`src/rtl/alu_sequencer_pkg.sv`:
```
// ---------------------------------------------------------------------------
// alu_sequencer_pkg
// Shared definitions for the ALU sequencer:
//   - ALU_* opcode encodings (4-bit). Codes 4'hC..4'hF are undefined.
//   - Flag bit indices inside the 4-bit flags word.
//   - FSM state encodings.
//   - Opcode class enum and decode helpers is_reg_form / is_imm_form / is_cm_form.
// ---------------------------------------------------------------------------
package alu_sequencer_pkg;

    // Register-form operations: y operand comes from the register file.
    localparam logic [3:0] ALU_SUM = 4'h0;
    localparam logic [3:0] ALU_SB  = 4'h1;
    localparam logic [3:0] ALU_ANR = 4'h2;
    localparam logic [3:0] ALU_ORR = 4'h3;
    localparam logic [3:0] ALU_XRR = 4'h4;
    // Immediate-form operations: y operand is the instruction immediate.
    localparam logic [3:0] ALU_SMI = 4'h5;
    localparam logic [3:0] ALU_SBI = 4'h6;
    localparam logic [3:0] ALU_ANI = 4'h7;
    localparam logic [3:0] ALU_ORI = 4'h8;
    localparam logic [3:0] ALU_XRI = 4'h9;
    // Complement: y operand is forced to zero.
    localparam logic [3:0] ALU_CM  = 4'hA;
    localparam logic [3:0] ALU_CMI = 4'hB;

    // Flag bit positions (bit 3 is passed through from the ALU unchanged).
    localparam int CARRY_FLAG = 0;
    localparam int NEG_FLAG   = 1;
    localparam int ZERO_FLAG  = 2;

    // FSM state encodings.
    localparam logic [1:0] ST_IDLE = 2'd0;
    localparam logic [1:0] ST_READ = 2'd1;
    localparam logic [1:0] ST_EXEC = 2'd2;

    typedef enum logic [1:0] {
        OP_CLASS_REG     = 2'd0,
        OP_CLASS_IMM     = 2'd1,
        OP_CLASS_CM      = 2'd2,
        OP_CLASS_ILLEGAL = 2'd3
    } op_class_e;

    function automatic logic is_reg_form(input logic [3:0] op);
        return (op == ALU_SUM) || (op == ALU_SB) || (op == ALU_ANR) ||
               (op == ALU_ORR) || (op == ALU_XRR);
    endfunction

    function automatic logic is_imm_form(input logic [3:0] op);
        return (op == ALU_SMI) || (op == ALU_SBI) || (op == ALU_ANI) ||
               (op == ALU_ORI) || (op == ALU_XRI);
    endfunction

    function automatic logic is_cm_form(input logic [3:0] op);
        return (op == ALU_CM) || (op == ALU_CMI);
    endfunction

endpackage : alu_sequencer_pkg

```
`src/rtl/alu_sequencer_op_decode.sv`:
```
// ---------------------------------------------------------------------------
// alu_op_decode
// Combinational classifier for an incoming ALU opcode.
// Ports:
//   i_op     in  4  opcode offered by the decoder
//   o_class  out 2  register / immediate / complement / illegal
// ---------------------------------------------------------------------------
module alu_op_decode
    import alu_sequencer_pkg::*;
(
    input  logic [3:0] i_op,
    output op_class_e  o_class
);

    always_comb begin
        // NOTE: default assignment first so every path drives o_class and no latch is inferred.
        o_class = OP_CLASS_ILLEGAL;
        if (is_reg_form(i_op)) begin
            o_class = OP_CLASS_REG;
        end else if (is_imm_form(i_op)) begin
            o_class = OP_CLASS_IMM;
        end else if (is_cm_form(i_op)) begin
            o_class = OP_CLASS_CM;
        end
    end

endmodule : alu_op_decode

```
`src/rtl/alu_sequencer.sv`:
```
// ---------------------------------------------------------------------------
// alu_sequencer
// Control FSM (IDLE -> [READ] -> EXEC -> IDLE) that sequences the 8-bit ALU
// for one instruction at a time. Owns the accumulator and the flags register;
// the accumulator is always the ALU x operand.
//
// Build option: ALU_ZERO_FLAG_EN -- when defined, flags[ZERO_FLAG] is written
// with (alu_out == 0) instead of the ALU's own zero bit.
//
// Ports:
//   clock, reset                 clock; synchronous active-high reset
//   instr_valid/instr_ready      instruction handshake (ready only in IDLE)
//   instr_op/instr_reg/instr_imm decoded instruction fields
//   rf_rd_en/rf_rd_addr          register-file read request (in READ)
//   rf_rd_data                   read data, valid the cycle after rf_rd_en
//   alu_x/alu_y/alu_operation    ALU operands/op (non-zero only in EXEC)
//   alu_out/alu_flags            combinational ALU result and flags
//   acc_wr_en/acc_wr_data        direct accumulator load (IDLE, no accept)
//   acc_out/flags_out            accumulator and flags registers
//   done/illegal                 one-cycle retire pulse / undefined opcode
// ---------------------------------------------------------------------------
module alu_sequencer
    import alu_sequencer_pkg::*;
#(
    parameter int RF_ADDR_W = 3
) (
    input  logic                 clock,
    input  logic                 reset,
    input  logic                 instr_valid,
    output logic                 instr_ready,
    input  logic [3:0]           instr_op,
    input  logic [RF_ADDR_W-1:0] instr_reg,
    input  logic [7:0]           instr_imm,
    output logic                 rf_rd_en,
    output logic [RF_ADDR_W-1:0] rf_rd_addr,
    input  logic [7:0]           rf_rd_data,
    output logic [7:0]           alu_x,
    output logic [7:0]           alu_y,
    output logic [3:0]           alu_operation,
    input  logic [7:0]           alu_out,
    input  logic [3:0]           alu_flags,
    input  logic                 acc_wr_en,
    input  logic [7:0]           acc_wr_data,
    output logic [7:0]           acc_out,
    output logic [3:0]           flags_out,
    output logic                 done,
    output logic                 illegal
);

    logic [1:0]           r_state;
    logic [3:0]           r_op;
    logic [RF_ADDR_W-1:0] r_reg;
    logic [7:0]           r_imm;
    op_class_e            r_class;
    logic [7:0]           r_acc;
    logic [3:0]           r_flags;
    logic                 r_done;
    logic                 r_illegal;

    op_class_e            w_class;
    logic                 w_accept;
    logic [3:0]           w_flags_next;

    alu_op_decode u_decode (
        .i_op    (instr_op),
        .o_class (w_class)
    );

    // Ready depends on state alone so the decoder never sees a combinational
    // path from its own valid back to ready.
    assign instr_ready = (r_state == ST_IDLE);
    assign w_accept    = instr_valid && instr_ready;

    assign rf_rd_en    = (r_state == ST_READ);
    assign rf_rd_addr  = r_reg;

    assign acc_out     = r_acc;
    assign flags_out   = r_flags;
    assign done        = r_done;
    assign illegal     = r_illegal;

    // Operand mux: quiet (all zero) outside EXEC.
    always_comb begin
        alu_x         = '0;
        alu_y         = '0;
        alu_operation = '0;
        if (r_state == ST_EXEC) begin
            alu_x         = r_acc;
            alu_operation = r_op;
            case (r_class)
                OP_CLASS_REG: alu_y = rf_rd_data;
                OP_CLASS_IMM: alu_y = r_imm;
                default:      alu_y = '0;
            endcase
        end
    end

    always_comb begin
        w_flags_next = alu_flags;
`ifdef ALU_ZERO_FLAG_EN
        w_flags_next[ZERO_FLAG] = (alu_out == 8'h00);
`endif
    end

    always_ff @(posedge clock) begin
        // NOTE: non-blocking assignments so every register samples pre-edge values.
        if (reset) begin
            r_state   <= ST_IDLE;
            r_op      <= '0;
            r_reg     <= '0;
            r_imm     <= '0;
            r_class   <= OP_CLASS_REG;
            r_acc     <= '0;
            r_flags   <= '0;
            r_done    <= 1'b0;
            r_illegal <= 1'b0;
        end else begin
            r_done    <= 1'b0;
            r_illegal <= 1'b0;
            case (r_state)
                ST_IDLE: begin
                    if (w_accept) begin
                        r_op    <= instr_op;
                        r_reg   <= instr_reg;
                        r_imm   <= instr_imm;
                        r_class <= w_class;
                        case (w_class)
                            OP_CLASS_REG: r_state <= ST_READ;
                            OP_CLASS_IMM,
                            OP_CLASS_CM:  r_state <= ST_EXEC;
                            default: begin
                                // Undefined opcode retires at once without
                                // touching acc or flags.
                                r_done    <= 1'b1;
                                r_illegal <= 1'b1;
                            end
                        endcase
                    end else if (acc_wr_en) begin
                        r_acc <= acc_wr_data;
                    end
                end
                ST_READ: begin
                    r_state <= ST_EXEC;
                end
                ST_EXEC: begin
                    r_acc   <= alu_out;
                    r_flags <= w_flags_next;
                    r_done  <= 1'b1;
                    r_state <= ST_IDLE;
                end
                default: begin
                    r_state <= ST_IDLE;
                end
            endcase
        end
    end

endmodule : alu_sequencer

```
`config.mk`:
```
export PLATFORM = sky130hd
export DESIGN_NAME = alu_sequencer
export DESIGN_NICKNAME = d
export VERILOG_FILES = /design/src/rtl/alu_sequencer_pkg.sv /design/src/rtl/alu_sequencer_op_decode.sv /design/src/rtl/alu_sequencer.sv
export SDC_FILE = /design/constraint.sdc
export NUM_CORES = 1
export LEC_CHECK = 0
export ABC_AREA = 1
export CAP_MARGIN = 0
export CORE_MARGIN = 4
export CORE_UTILIZATION = 30
export DETAILED_ROUTE_END_ITERATION = 8
export SYNTH_ARGS = -nofsm -noshare
export SYNTH_HDL_FRONTEND = slang
export SYNTH_SLANG_ARGS = --single-unit
```
`constraint.sdc`:
```
create_clock -name clock -period 1.6 [get_ports clock]
set_input_delay 0.24 -clock clock [delete_from_list [all_inputs] [get_ports clock]]
set_output_delay 0.24 -clock clock [all_outputs]
set_load 0.02 [all_outputs]
```
==> results of run 1 <==
state kept, by name, summed over array words and instances, names as in the netlist:
name        count
r_state         2
flags_out       4
r_imm           8
r_class         2
r_op            4
rf_rd_addr      3
acc_out         8
done            1
illegal         1
path summary, 6_finish.rpt:
path	startpoint	end	slack (ns)	cells past startpoint
min	r_imm[1]	r_imm[1]	0.48	2
max	r_class[0]	alu_y[3]	0.11	6
min reg2reg	r_imm[1]	r_imm[1]	0.48	2
max reg2reg	r_state[1]	done	0.28	7
layout by cell type, fill, tap and decap left out, drive strengths merged, types with 2 or more instances in the layout:
cell type      count
nor2              76
a21oi             10
o21ai             22
nand2             52
buf               23
inv               24
clkdlybuf4s50     63
dfxtp             33
clkbuf            18
nand3             18
ha                 2
cell families after synthesis:
group	synth area share (%)
simple gates	36.6
compound gates	9.85
fa+ha+maj	1.54
flops	40.6
buf+inv	11.3
final cells by class:
type,instances,area (µm²)
clock buffers,7,86.3
fillers,539,2570
inverters,24,95.1
multi-input cells,181,788
flip-flops and latches,33,662
well taps,70,87.6
repair buffers,99,887
per-stage QoR:
step | std cells | setup slack, ns
after CTS | 414 | 0.00123
after global routing | 414 | 0.00353
after floorplan | 249 | 0.235
final | 414 | 0.115
after global placement | 407 | -0.201
after detailed placement | 407 | -0.298
timing repair:
item	in CTS	in global routing
endpoints found under the setup margin	22	21
resized for setup	55	25
setup buffers	0	0
per-layer routing:
layer  routed length [µm]  vias to the layer above  global-route usage (%)
li1                     -                      956                       -
met1                 2010                      771                    18.3
met2                 2340                       38                    24.8
met3                  235                        2                    3.73
met4                   33                        0                    3.99
met5                    0                        -                       0
worst max-delay path, delay by kind of cell, from the launching register on:
kind,cells,cell delay [ns]
buf+inv,3,0.39
flops,1,0.32
simple gates,2,0.14
compound gates,1,0.13
power groups by stage:
stage	combinational [mW]	sequential (mW)	clock [mW]
floorplan	0.397	1.04	0
global placement	0.834	0.977	0
detailed placement	0.839	0.981	0
CTS	0.822	0.963	0.644
global route	0.906	0.975	0.681
finish	0.810	0.962	0.615
==> flow_metrics.py, run 1 <==
metrics = {
    "clock_tree": {
        "clock_insertion_delay_worst_skew_ns": 0.27,
        "cts_buffer_count": 5,
        "clkSlewWorstSetupHoldPaths_ns": 0.06,
        "clock_tree.htree_level_count": 2,
        "clkSinkCount": 33,
        "cts_hold_buf": 0,
        "tritoncts_clock_tree": "built",
        "cts.path.max_buffers": 2,
        "cts_root_buf": "sky130_fd_sc_hd__clkbuf_8",
    },
    "logic_synthesis": {
        "ys_top_cells_by_area": "sky130_fd_sc_hd__dfxtp_1, sky130_fd_sc_hd__nor2_1, sky130_fd_sc_hd__nand2_1",
        "seq_area_frac_synth_pct": 40.6,
        "synthesis.area_um2": 1630,
        "synth.largest_area_cell": "sky130_fd_sc_hd__dfxtp_1",
        "synth-edff-count": 0,
        "syn_nets": 298,
        "count_of_unique_library_cells_instantiated_by_yosys": 17,
        "synth_async_sr_flop_share_pct": 0,
        "synth.avg_cell_area_um2": 6.53,
        "synth.ff_latch_count": 33,
        "synth-warning-count": 0,
        "synthesis.instances": 249,
        "yosysMostFrequentCell": "sky130_fd_sc_hd__nor2_1",
        "yosysTopAreaCellShare_pct": 40.6,
        "yosys-top-cells-count": "sky130_fd_sc_hd__nor2_1, sky130_fd_sc_hd__nand2_1, sky130_fd_sc_hd__dfxtp_1",
        "synth_top_flop_cell": "sky130_fd_sc_hd__dfxtp_1",
    },
    "grt": {
        "global_route.usage.total_pct": 14.6,
        "grt_pass1_wl_um": 7590,
        "vias_in_the_first_global_route": 1627,
        "number_of_antenna_violations_at_the_first_check_in_global_routing": 0,
        "grt_start_max_net_pins": 27,
        "grt_overflow_total": 0,
    },
    "critical_path": {
        "slowest_stage": "sky130_fd_sc_hd__dfxtp_2",
        "worst_setup_path_end_kind": "output port",
        "cp.required_ns": 1.36,
        "crit_type": "reg2out",
        "crit_fanout": 8,
        "crit_chain": "inv_1, nor2_1, buf_4, nand2_1, a21oi_1, buf_2",
        "worst_setup_path_start_kind": "flop",
        "cpPeakStageDelay_ns": 0.32,
        "critPathArrivalTime_ns": 1.25,
    },
    "sta": {
        "finalHoldWorstSlack_ns": 0.481,
        "layout_worst_path_cycle_share_pct": 92.8,
        "finalHoldViolations": 0,
        "min_period_ns": 1.49,
        "clock_skew_ns": 0.00459,
        "timing_worst_slew_pin_value_ns": 0.250,
        "setup_viols_final": 0,
        "max-slew-margin-rel_pct": 83.3,
        "setup_total_negative_slack_ns": 0,
        "report.final.slew_viol_count": 0,
        "fmax_mhz": 673,
        "rsz0062_at_grt": "no",
    },
    "floorplan": {
        "fp-row-count": 26,
        "die_footprint_um2": 6660,
        "core_area_um2": 5170,
        "die_height_um": 81.6,
        "initial_utilization_pct": 31.4,
        "io-pin-count": 86,
        "dieWidth_um": 81.6,
    },
    "route": {
        "iteration_0_drc_count_of_the_detailed_router": 65,
        "routed-via-count": 1767,
        "detail_route.first_pass.iterations": 4,
        "avgViaCountPerCell": 4.27,
        "ant_nets": 0,
        "post-route-drc-count": 0,
        "wl_per_cell_um": 11.2,
        "routed_wirelength_um": 4620,
    },
    "power": {
        "power_leakage_nw": 1.21,
        "power.share.switching_pct": 31.3,
        "irDropWorstVdd_uv": 359,
        "sequentialPowerShare_pct": 40.3,
        "clock_power_share_pct": 25.8,
        "power.internal_mw": 1.64,
        "total_power_mw": 2.39,
        "share_comb_of_total_power_pct": 33.9,
        "p_per_area_nw_per_um2": 916,
        "p_sw_mw": 0.748,
    },
    "place": {
        "dpl_cell_area_um2": 2610,
        "buffer_ports.inserted": 85,
        "place_hpwl_um": 3610,
        "gpl.final_weighted_congestion": 0.741,
    },
    "final_layout": {
        "drive_gt1_share_pct": 14.0,
        "final_core_utilization_pct": 50.4,
        "antenna_cells": 0,
        "nets": 393,
        "final_cell_area_um2": 2610,
        "syn_to_final_growth_pct": 60.4,
    },
    "outcome": {
        "status": "complete, no violations",
    },
    "worst_hold_path": {
        "min_path_type": "reg2reg",
    },
    "run": {
        "drv_cap": 0,
    },
}
(Power assumes the default switching activity.)
==> run 2, diff against run 1 <==
CAP_MARGIN = 20   (was 0)
CORE_MARGIN = 2   (was 4)
SETUP_SLACK_MARGIN = 0.5   (was unset)
==> run 2 against run 1 <==
Compared with the run above:
- critical path depth fell by 1
- first-iteration DRC count is 11% higher
- worst setup slack got worse by 0.024 ns
- power is 23% higher
- flip-flop and latch count stayed put
- via count is 14% higher
- routed wire length grew 27%
- cell area rose by 38%
- sequential share of layout area decreased by 6.7 points
- register-to-register slack worse by 0.09 ns
- count of clock-buffer cells in the layout fell by 1
- critical path type unchanged
==> flow_metrics.py, run 2 (synthesis results as in run 1) <==
metrics = {
    "floorplan": {
        "core_area_um2": 5170,
        "die_height_um": 77.6,
        "fp-row-count": 26,
        "initial_utilization_pct": 31.4,
        "dieWidth_um": 77.6,
        "io-pin-count": 86,
        "die_footprint_um2": 6020,
    },
    "critical_path": {
        "critPathArrivalTime_ns": 1.27,
        "worst_setup_path_end_kind": "output port",
        "crit_fanout": 8,
        "crit_type": "reg2out",
        "crit_chain": "nor2_2, buf_6, nand2_2, a21oi_4, buf_6",
        "critical_path.reg2reg.startpoint": "r_state[1]",
        "slowest_stage": "sky130_fd_sc_hd__dfxtp_4",
        "cpPeakStageDelay_ns": 0.36,
        "reg2reg_slack_ns": 0.19,
        "timing.reg2reg.worst_path_depth": 8,
        "crit_path_frequent_cell": "sky130_fd_sc_hd__buf_6",
        "cp.required_ns": 1.36,
        "worst_setup_path_start_kind": "flop",
        "capturing_point_of_the_worst_reg2reg_path": "done",
    },
    "route": {
        "wl_met1_um": 2590,
        "avgViaCountPerCell": 4.54,
        "routed-via-count": 2007,
        "post-route-drc-count": 0,
        "ant_nets": 0,
        "dr_wl_met2_um": 3000,
        "top_signal_layer_used": "met4",
        "detail_route.first_pass.iterations": 4,
        "iteration_0_drc_count_of_the_detailed_router": 72,
        "wl_per_cell_um": 13.3,
        "route.met3.wl_um": 207,
        "routed_wirelength_um": 5870,
    },
    "run": {
        "drv_cap": 0,
    },
    "power": {
        "total_power_mw": 2.93,
        "power_leakage_nw": 1.55,
        "p_per_area_nw_per_um2": 813,
        "irDropWorstVdd_uv": 530,
    },
    "sta": {
        "timing_worst_slew_pin_value_ns": 0.461,
        "rsz0062_at_grt": "yes",
        "finalHoldWorstSlack_ns": 0.251,
        "setup_viols_final": 0,
        "layout_worst_path_cycle_share_pct": 94.4,
        "layout_setup_ws_ns": 0.0902,
        "max-slew-margin-rel_pct": 69.2,
        "min_period_ns": 1.51,
        "clock_skew_ns": 0.00466,
        "report.final.slew_viol_count": 0,
        "fmax_mhz": 662,
        "finalHoldViolations": 0,
    },
    "clock_tree": {
        "cts_buffer_count": 5,
        "clkSlewWorstSetupHoldPaths_ns": 0.07,
        "cts.path.max_buffers": 2,
        "cts_root_buf": "sky130_fd_sc_hd__clkbuf_8",
        "clock_insertion_delay_worst_skew_ns": 0.29,
        "clkSinkCount": 33,
        "clock_tree.htree_level_count": 2,
        "tritoncts_clock_tree": "built",
    },
    "worst_hold_path": {
        "hold-path-cell-count": 3,
        "min_path_type": "in2reg",
        "min_delay_worst_endpoint": "r_op[1]",
        "hp-start": "instr_op[1]",
    },
    "final_layout": {
        "mostFrequentLayoutCell": "sky130_fd_sc_hd__clkdlybuf4s50_1",
        "final_cell_area_um2": 3600,
        "syn_to_final_growth_pct": 121,
        "layoutNonFillerInstCount": 442,
        "drive_gt1_share_pct": 53.5,
        "multiInputGateArea_um2": 1410,
        "antenna_cells": 0,
        "layout_common_cells": "sky130_fd_sc_hd__clkdlybuf4s50_1, sky130_fd_sc_hd__nor2_1, sky130_fd_sc_hd__buf_6, sky130_fd_sc_hd__dfxtp_1, sky130_fd_sc_hd__nand2_1",
        "final-seq-area_um2": 673,
        "fillers": 416,
        "nets": 420,
    },
    "grt": {
        "grt_overflow_total": 0,
        "global_route.usage.total_pct": 18.5,
        "vias_in_the_first_global_route": 1867,
        "grt_start_max_net_pins": 18,
        "number_of_antenna_violations_at_the_first_check_in_global_routing": 0,
        "grt_pass1_wl_um": 8860,
    },
    "place": {
        "gpl.final_weighted_congestion": 0.769,
        "buffer_ports.inserted": 85,
        "dpl_cell_area_um2": 2840,
        "cell_count_post_placement": 410,
        "place_hpwl_um": 3500,
        "placement.setup.worst_slack_ns": -0.189,
    },
    "outcome": {
        "status": "complete, no violations",
    },
}
==> run 2: cell types whose count changed in the layout (fill, tap and decap cells not counted), sizes merged <==
| cell | before | now |
|---|---|---|
| buf | 23 | 73 |
| clkdlybuf4s50 | 63 | 41 |
| clkbuf | 18 | 8 |
| clkinv | 0 | 5 |
| nand2 | 52 | 55 |
| dlygate4sd2 | 1 | 3 |
| clkdlybuf4s15 | 1 | 0 |
| clkdlybuf4s18 | 0 | 1 |
==> run 2: routing by layer <==
metal,track usage (%),vias to the layer above
li1,-,1024
met1,23.4,926
met2,31.0,51
met3,3.84,6
met4,6.43,0
met5,0,-
==> run 2: critical path: cells and delay by family, from the launching register on <==
| family | cells | cell delay (ns) |
|---|---|---|
| compound gates | 1 | 0.16 |
| simple gates | 2 | 0.17 |
| buf+inv | 2 | 0.29 |
| flops | 1 | 0.36 |
==> run 2: what timing repair did <==
item                                    CTS  global route
endpoints found under the setup margin   68            55
pin swaps                                19            42
hold buffers                              0             0
cloned                                    6             1
buffers inserted                         13             4
gates resized for setup                 273            94
==> run 2: worst max path at each step <==
stage                     slack, ns        to          start  depth (start not counted)
after floorplan                0.44  alu_y[0]     r_state[0]                          5
after global placement        -0.16  alu_y[4]  rf_rd_data[4]                          4
after detailed placement      -0.19  alu_y[6]  rf_rd_data[6]                          4
after CTS                      0.08  alu_y[6]     r_class[0]                          6
after global routing           0.03  alu_y[6]     r_class[1]                          5
final                          0.09  alu_y[6]     r_class[1]                          5
==> run 2: per-stage QoR <==
step                TNS [ns]  util (%)
finish                     0      69.5
floorplan                  0         -
global route               0      69.5
detailed placement     -1.55      54.8
global placement       -1.48      54.8
CTS                        0      62.3
==> run 2: power by group <==
part	internal [mW]	total, mW	switching, mW
clock	0.302	0.620	0.318
sequential	0.918	0.986	0.0682
combinational	0.599	1.32	0.720
total	1.82	2.93	1.11
==> run 2: final cells by class <==
cell class                 instances  area share (%)
multi-input combinational        184            39.2
clock inverter                     2           0.278
clock buffer                       6            2.02
inverter                          24            2.99
sequential                        33            18.7
tap                               70            2.43
timing repair buffer             120            33.2
timing repair inverter             3            1.22
==> run 3, diff against run 2 <==
CORE_ASPECT_RATIO = 0.5   (was unset)
==> run 3 against run 2 <==
Compared with the run above:
- count of clock-buffer cells in the layout increased by 1
- power increased by 3.3%
- flip-flop and latch count unchanged
- largest cell class unchanged
==> flow_metrics.py, run 3 (synthesis results as in run 1) <==
metrics = {
    "outcome": {
        "status": "complete, no violations",
    },
    "sta": {
        "fmax_mhz": 661,
        "layout_worst_path_cycle_share_pct": 94.6,
        "clock_skew_ns": 0.00631,
        "setup_viols_final": 0,
        "report.final.slew_viol_count": 0,
        "rsz0062_at_grt": "yes",
        "min_period_ns": 1.51,
        "finalHoldViolations": 0,
        "max-slew-margin-rel_pct": 65.8,
        "finalHoldWorstSlack_ns": 0.347,
        "timing_worst_slew_pin_value_ns": 0.514,
    },
    "floorplan": {
        "dieWidth_um": 108,
        "io-pin-count": 86,
        "die_footprint_um2": 6060,
        "initial_utilization_pct": 32.1,
        "core_area_um2": 5070,
        "die_height_um": 56.0,
        "fp-row-count": 18,
    },
    "power": {
        "power_leakage_nw": 1.55,
        "irDropWorstVdd_uv": 389,
        "total_power_mw": 3.02,
        "p_per_area_nw_per_um2": 839,
    },
    "route": {
        "routed-via-count": 2045,
        "ant_nets": 0,
        "detail_route.first_pass.iterations": 4,
        "post-route-drc-count": 0,
        "avgViaCountPerCell": 4.61,
        "iteration_0_drc_count_of_the_detailed_router": 51,
        "routed_wirelength_um": 6040,
        "wl_per_cell_um": 13.6,
    },
    "critical_path": {
        "worst_setup_path_end_kind": "output port",
        "cp.required_ns": 1.36,
        "critPathArrivalTime_ns": 1.27,
        "worst_setup_path_start_kind": "flop",
        "crit_fanout": 6,
        "crit_type": "reg2out",
    },
    "final_layout": {
        "syn_to_final_growth_pct": 121,
        "drive_gt1_share_pct": 50.8,
        "layoutNonFillerInstCount": 444,
        "nets": 422,
        "layout_common_cells": "sky130_fd_sc_hd__nor2_1, sky130_fd_sc_hd__clkdlybuf4s50_1, sky130_fd_sc_hd__buf_6, sky130_fd_sc_hd__nand2_1, sky130_fd_sc_hd__dfxtp_1",
        "mostFrequentLayoutCell": "sky130_fd_sc_hd__nor2_1",
        "antenna_cells": 0,
        "fillers": 416,
    },
    "place": {
        "cell_count_post_placement": 412,
        "place_hpwl_um": 3560,
        "gpl.final_weighted_congestion": 0.731,
        "buffer_ports.inserted": 85,
    },
    "clock_tree": {
        "clock_insertion_delay_worst_skew_ns": 0.29,
        "cts_buffer_count": 5,
        "cts_root_buf": "sky130_fd_sc_hd__clkbuf_8",
        "clkSlewWorstSetupHoldPaths_ns": 0.08,
        "cts_hold_buf": 0,
        "tritoncts_clock_tree": "built",
        "clock_tree.htree_level_count": 2,
        "cts.path.max_buffers": 2,
        "clkSinkCount": 33,
    },
    "grt": {
        "grt_pass1_wl_um": 9350,
        "grt_overflow_total": 0,
        "vias_in_the_first_global_route": 1964,
        "global_route.usage.total_pct": 19.6,
        "number_of_antenna_violations_at_the_first_check_in_global_routing": 0,
        "grt_start_max_net_pins": 21,
    },
    "worst_hold_path": {
        "min_path_type": "in2reg",
    },
    "run": {
        "drv_cap": 0,
    },
}
==> run 3: cell types whose count changed in the layout (fill, tap and decap cells not counted), sizes merged <==
cell | previous run | this run
clkdlybuf4s18 | 1 | 0
clkdlybuf4s15 | 0 | 3
clkinv | 5 | 4
buf | 73 | 75
dlygate4sd2 | 3 | 2
==> run 3: cell type report <==
type | count | area, µm² | share of cell area (%)
clock inverters | 1 | 5.00 | 0.139
inverters | 24 | 110 | 3.06
clock buffers | 7 | 96.3 | 2.68
well taps | 70 | 87.6 | 2.43
multi-input cells | 184 | 1370 | 38.1
repair buffers | 122 | 1220 | 33.9
flip-flops and latches | 33 | 671 | 18.6
repair inverters | 3 | 41.3 | 1.15
==> run 3: worst paths after layout <==
| kind | slack (ns) | start | to | depth (start not counted) |
|---|---|---|---|---|
| max reg2reg | 0.25 | r_state[0] | r_class[1] | 9 |
| min | 0.35 | instr_op[1] | r_op[1] | 3 |
| min reg2reg | 0.48 | flags_out[3] | flags_out[3] | 2 |
| max | 0.09 | r_class[0] | alu_y[1] | 6 |
==> run 3: per-stage QoR <==
stage	cell area, µm²	utilization, %	worst slack [ns]	setup TNS [ns]
after floorplan	1830	-	0.445	0
after global placement	2840	56.0	-0.159	-1.54
after detailed placement	2840	56.0	-0.181	-1.59
after CTS	3270	64.5	0.0858	0
after global routing	3600	71.0	0.0222	0
final	3600	71.0	0.0860	0
==> run 3: per-layer routing <==
metal	up-vias	wire length [µm]	track usage, %
met5	-	0	0
met2	56	3170	35.5
li1	1026	-	-
met4	0	75	6.96
met1	954	2490	22.5
met3	9	299	4.57
==> run 3: timing repair <==
item | CTS | global route
endpoints found under the hold margin | 0 | 0
resized for setup | 273 | 82
buffers inserted | 13 | 3
cloned | 7 | 1
setup endpoints to repair | 68 | 56
pin swaps | 19 | 34
==> run 3: critical path, stage by stage, from the launching register on <==
cell and delay [ns]:
sky130_fd_sc_hd__dfxtp_2 0.37, sky130_fd_sc_hd__inv_2 0.06, sky130_fd_sc_hd__nor2_4 0.10, sky130_fd_sc_hd__buf_6 0.15, sky130_fd_sc_hd__nand2_2 0.07, sky130_fd_sc_hd__a21oi_4 0.12
sky130_fd_sc_hd__buf_6 0.13
==> run 3: power breakdown <==
| part | switching (mW) | internal [mW] |
|---|---|---|
| clock | 0.325 | 0.389 |
| sequential | 0.0714 | 0.918 |
| combinational | 0.713 | 0.604 |
